`config.mk`:
```
export PLATFORM = sky130hd
export DESIGN_NAME = power_mode_sequencer
export DESIGN_NICKNAME = d
export VERILOG_FILES = /design/src/rtl/power_mode_sequencer.sv
export SDC_FILE = /design/constraint.sdc
export NUM_CORES = 1
export LEC_CHECK = 0
export ABC_CLOCK_PERIOD_IN_PS = 2400
export CAP_MARGIN = 5
export CORE_UTILIZATION = 53
export DETAILED_ROUTE_END_ITERATION = 8
export PLACE_DENSITY_LB_ADDON = 0.08
export SLEW_MARGIN = 20
export SYNTH_ARGS = -nofsm -noshare
export SYNTH_HDL_FRONTEND = slang
export SYNTH_SLANG_ARGS = --single-unit
```
`constraint.sdc`:
```
create_clock -name clk_in -period 2.4 [get_ports clk_in]
set_input_delay 0.48 -clock clk_in [delete_from_list [all_inputs] [get_ports clk_in]]
set_output_delay 0.48 -clock clk_in [all_outputs]
set_load 0.05 [all_outputs]
```
`src/rtl/power_mode_sequencer.sv`:
```
// Power-down / power-up sequencer for one switchable domain.
// Moore FSM with a shared dwell counter; every output is registered.
module power_mode_sequencer #(
  parameter int GATE_DLY   = 2,
  parameter int RST_HOLD   = 3,
  parameter int SETTLE_DLY = 4
) (
  input  logic       clk_in,
  input  logic       rst_in,
  input  logic       sleep_req,
  input  logic       wake_req,
  output logic       iso_en,
  output logic       domain_clk_en,
  output logic       domain_rst_n,
  output logic       pwr_en,
  output logic       ack_o,
  output logic [1:0] mode_o
);

  typedef enum logic [2:0] {
    ACTIVE, ISO_ON, CLK_OFF, RST_ON, SLEEP, PWR_ON, CLK_ON, RST_OFF
  } state_t;

  localparam logic [7:0] GATE_LD   = 8'(GATE_DLY - 1);
  localparam logic [7:0] HOLD_LD   = 8'(RST_HOLD - 1);
  localparam logic [7:0] SETTLE_LD = 8'(SETTLE_DLY - 1);

  state_t     state, state_nxt;
  logic [7:0] cnt, cnt_nxt;
  logic       waking, waking_nxt;
  logic       ack_nxt;
  logic [3:0] ctl_nxt;
  logic [1:0] mode_nxt;

  always_comb begin
    state_nxt  = state;
    cnt_nxt    = (cnt == 8'd0) ? 8'd0 : cnt - 8'd1;
    waking_nxt = waking;
    ack_nxt    = 1'b0;
    case (state)
      ACTIVE:  if (sleep_req) begin
                 state_nxt = ISO_ON;
                 cnt_nxt   = 8'd0;
               end
      ISO_ON:  if (cnt == 8'd0) begin
                 state_nxt = CLK_OFF;
                 cnt_nxt   = GATE_LD;
               end
      CLK_OFF: if (cnt == 8'd0) begin
                 state_nxt = RST_ON;
                 cnt_nxt   = HOLD_LD;
               end
      RST_ON:  if (cnt == 8'd0) begin
                 state_nxt = SLEEP;
                 ack_nxt   = 1'b1;
               end
      SLEEP:   if (wake_req) begin
                 state_nxt  = PWR_ON;
                 cnt_nxt    = SETTLE_LD;
                 waking_nxt = 1'b1;
               end
      PWR_ON:  if (cnt == 8'd0) begin
                 state_nxt = CLK_ON;
                 cnt_nxt   = HOLD_LD;
               end
      CLK_ON:  if (cnt == 8'd0) begin
                 state_nxt = RST_OFF;
                 cnt_nxt   = 8'd1;
               end
      RST_OFF: if (cnt == 8'd0) begin
                 // only a requested wake is acknowledged, not reset recovery
                 state_nxt  = ACTIVE;
                 ack_nxt    = waking;
                 waking_nxt = 1'b0;
               end
      default: state_nxt = CLK_ON;
    endcase

    // {iso, clk_en, rst_n, pwr} decoded from the state being entered
    ctl_nxt  = 4'b1101;
    mode_nxt = 2'b11;
    case (state_nxt)
      ACTIVE:  begin ctl_nxt = 4'b0111; mode_nxt = 2'b00; end
      ISO_ON:  begin ctl_nxt = 4'b1111; mode_nxt = 2'b01; end
      CLK_OFF: begin ctl_nxt = 4'b1011; mode_nxt = 2'b01; end
      RST_ON:  begin ctl_nxt = 4'b1001; mode_nxt = 2'b01; end
      SLEEP:   begin ctl_nxt = 4'b1000; mode_nxt = 2'b10; end
      PWR_ON:  begin ctl_nxt = 4'b1001; mode_nxt = 2'b11; end
      CLK_ON:  begin ctl_nxt = 4'b1101; mode_nxt = 2'b11; end
      RST_OFF: begin ctl_nxt = 4'b1111; mode_nxt = 2'b11; end
      default: begin ctl_nxt = 4'b1101; mode_nxt = 2'b11; end
    endcase
  end

  always_ff @(posedge clk_in) begin
    if (rst_in) begin
      state  <= CLK_ON;
      cnt    <= HOLD_LD;
      waking <= 1'b0;
      ack_o  <= 1'b0;
      {iso_en, domain_clk_en, domain_rst_n, pwr_en} <= 4'b1101;
      mode_o <= 2'b11;
    end else begin
      state  <= state_nxt;
      cnt    <= cnt_nxt;
      waking <= waking_nxt;
      ack_o  <= ack_nxt;
      {iso_en, domain_clk_en, domain_rst_n, pwr_en} <= ctl_nxt;
      mode_o <= mode_nxt;
    end
  end

endmodule

```
==> impl_metrics.csv <==
group,metric,value,unit
die,initial_core_util,58.8,%
layout,final_cell_mix,"dfxtp_1 (18), clkdlybuf4s50_1 (10), nor2_1 (9)",
drt,drtIter0Drc,37,
setup_path,slowest_delay,0.91,ns
global_routing,grt-ovfl-total,0,
layout,num-fill-cells,123,
flow_run,drv_cap,0,
timing,setup_violations,0,
global_routing,antenna_found_initial,0,
clock_tree,cts_hold_buf,0,
timing,fin_skew,0.00342,ns
setup_path,path_class,"register to output port",
drt,wl_per_cell,14.7,µm
timing,whs,0.509,ns
hold_path,hold_class,"register to register",
yosys,yosys.cell_types.count,38,
power_and_ir_drop,power_leakage,0.416,nW
power_and_ir_drop,pwr_density_cell,1110,nW/µm²
timing,slew_violations,0,
clock_tree,cts_max_path_buffers,2,
yosys,yosysTopAreaCellShare,39.3,%
timing,finalCritPeriodShare,94.5,%
global_routing,grt.total_usage,21.8,%
die,die-height,43.6,µm
yosys,netlist_instances,102,
placed_design,portBuffers,10,
timing,max_freq,0.441,GHz
clock_tree,cts_root_buffer,"clkbuf_4",
clock_tree,post-cts-setup-buffer-count,0,
die,core_area,1560,µm²
layout,syn_to_final_growth,13.0,%
timing,final_hold_viol_count,0,
drt,routed_wl,1.83,mm
yosys,yosysTopAreaCell,"dfxtp_1",
clock_tree,post_cts_resized,0,
drt,drtPass1Iterations,7,
yosys,syn-num-nets,108,
layout,drive_gt1_share,10.1,%
clock_tree,tritoncts,"done",
power_and_ir_drop,vdd.ir_drop.worst,0.000639,V
die,pin_count,11,
layout,antenna_cells,0,
die,fp-row-count,14,
global_routing,grt_max_degree,16,
timing,fin_setup_tns,0,ns
setup_path,path_buf_inv,1,
setup_path,worstPathArrival,1.79,ns
drt,viasPerCell,6.34,
setup_path,cp-start-kind,"register",
yosys,yosysSeqAreaShare,39.3,%
yosys,synth_area,917,µm²
placed_design,hpwlAfterDp,1.30,mm
outcome,outcome,"finished, violations left",
setup_path,crit_family,"buffers and inverters",
timing,fin_crit,2.27,ns
setup_path,cp_max_fo,13,
drt,drc,2,
yosys,synth_seq_cells,18,
clock_tree,clkLatencyLatePin,0.28,ns
yosys,synthTopCellsByArea,"dfxtp_1 (39%), a211oi_1 (4.1%), nor2_1 (3.7%), nor4_1 (3.4%), mux2i_1 (3.3%)",
clock_tree,clk_pin_slew,0.09,ns
outcome,failed_checks,"design-rule violations",
timing,slew_headroom,56.1,%
clock_tree,cts-htree-levels,1,
setup_path,worstPathRequired,1.92,ns
drt,via_count,792,
setup_path,worstSetupEndpointType,"output port",
global_routing,grt_pass1_vias,700,
setup_path,path_cells,"clkdlybuf4s50_1",
die,die-area,1900,µm²
drt,ant_nets,0,
yosys,synth-warning-count,0,
clock_tree,clock-sinks,18,
clock_tree,cts_made_buffers,3,
layout,nets,117,
timing,worst_pin_slew,0.652,ns
yosys,syn_avg_cell_area,8.99,µm²
global_routing,grt_pass1_wl,3.07,mm
timing,rsz0062_at_grt,"false",
die,die_w,43.6,µm
setup_path,cpMaxStageDelayCell,"clkdlybuf4s50_1",
placed_design,routabilityCongestion,0.777,
layout,final_common_cell,"dfxtp_1",
## power breakdown
| group | internal, W | switching (W) |
|---|---|---|
| Sequential | 0.000376 | 0.000111 |
| Clock | 0.0000582 | 0.0000826 |
| Combinational | 0.000228 | 0.000290 |
## worst min-delay path, stage by stage, from the launching register on
cell and delay, ns:
dfxtp_1 0.32, nor2_1 0.10, nor3_1 0.05
## per-layer routing
metal	GRT usage [%]	wire length (µm)	up-vias
met3	2.92	85	2
met2	31.3	822	17
met5	0	0	-
met1	31.7	915	372
li1	-	-	401
met4	11.3	10	0
## stage by stage
stage          cell area [µm²]  power [W]  worst slack [ns]  utilization [%]  cells
2_1_floorplan              917   0.000898             0.650                -    102
3_3_place_gp              1010   0.000993             0.508             65.0    122
3_5_place_dp              1010    0.00100             0.428             65.0    122
4_1_cts                   1040    0.00115             0.116             66.5    125
5_1_grt                   1040    0.00123            0.0754             66.5    125
6_report                  1040    0.00115             0.132             66.5    125
## path summary, 6_finish.rpt
kind              from            to  slack (ns)  cells past startpoint
max          mode_o[1]     mode_o[1]        0.13                      1
min reg2reg     waking        waking        0.51                      2
min             waking        waking        0.51                      2
max reg2reg     cnt[2]  domain_rst_n        0.52                      3
## logic make-up (layout without fill, tap and decap cells)
family | after synthesis | after routing | share of synthesized area, %
and+or+nand+nor | 37 | 37 | 23.5
AOI/OAI and AO/OA | 27 | 27 | 22.6
DFF | 18 | 18 | 39.3
buffers and inverters | 12 | 19 | 5.46
muxes | 4 | 4 | 4.50
adders and majority gates | 2 | 2 | 2.73
xor gates and xnor gates | 2 | 2 | 1.91
## flip-flops by register name (all words and copies together), names as in the netlist
signal         flops
iso_en             1
waking             1
pwr_en             1
domain_clk_en      1
mode_o             2
ack_o              1
state              2
domain_rst_n       1
cnt                8
## cell type report
class / instances / area, µm² / area share (%)
Sequential cell: 18 / 360 / 34.8
Clock buffer: 3 / 22.5 / 2.17
Tap cell: 16 / 20.0 / 1.93
Timing Repair Buffer: 11 / 108 / 10.4
Multi-Input combinational cell: 72 / 507 / 48.9
Inverter: 5 / 18.8 / 1.81
## Yosys cell counts
master	number
dfxtp_1	18
nor2_1	9
nor3_1	6
a211oi_1	5
clkbuf_1	5
inv_1	5
nor4_1	5
a21o_1	3
mux2i_1	3
nand2_1	3
nor3b_1	3
o21ai_0	3
o21bai_1	3
a21oi_1	2
ha_1	2
nand2b_1	2
o32ai_1	2
or3_1	2
xnor2_1	2
a221oi_1	1
a22oi_1	1
a2bb2oi_1	1
a311oi_1	1
a31oi_1	1
buf_2	1
buf_4	1
mux2_2	1
nor4bb_1	1
o21ba_2	1
o31ai_1	1
o41ai_1	1
o41ai_2	1
or2_2	1
or3_2	1
or3b_2	1
or4_1	1
or4_4	1
or4b_1	1
No activity file was read; power rests on OpenSTA's default activity.
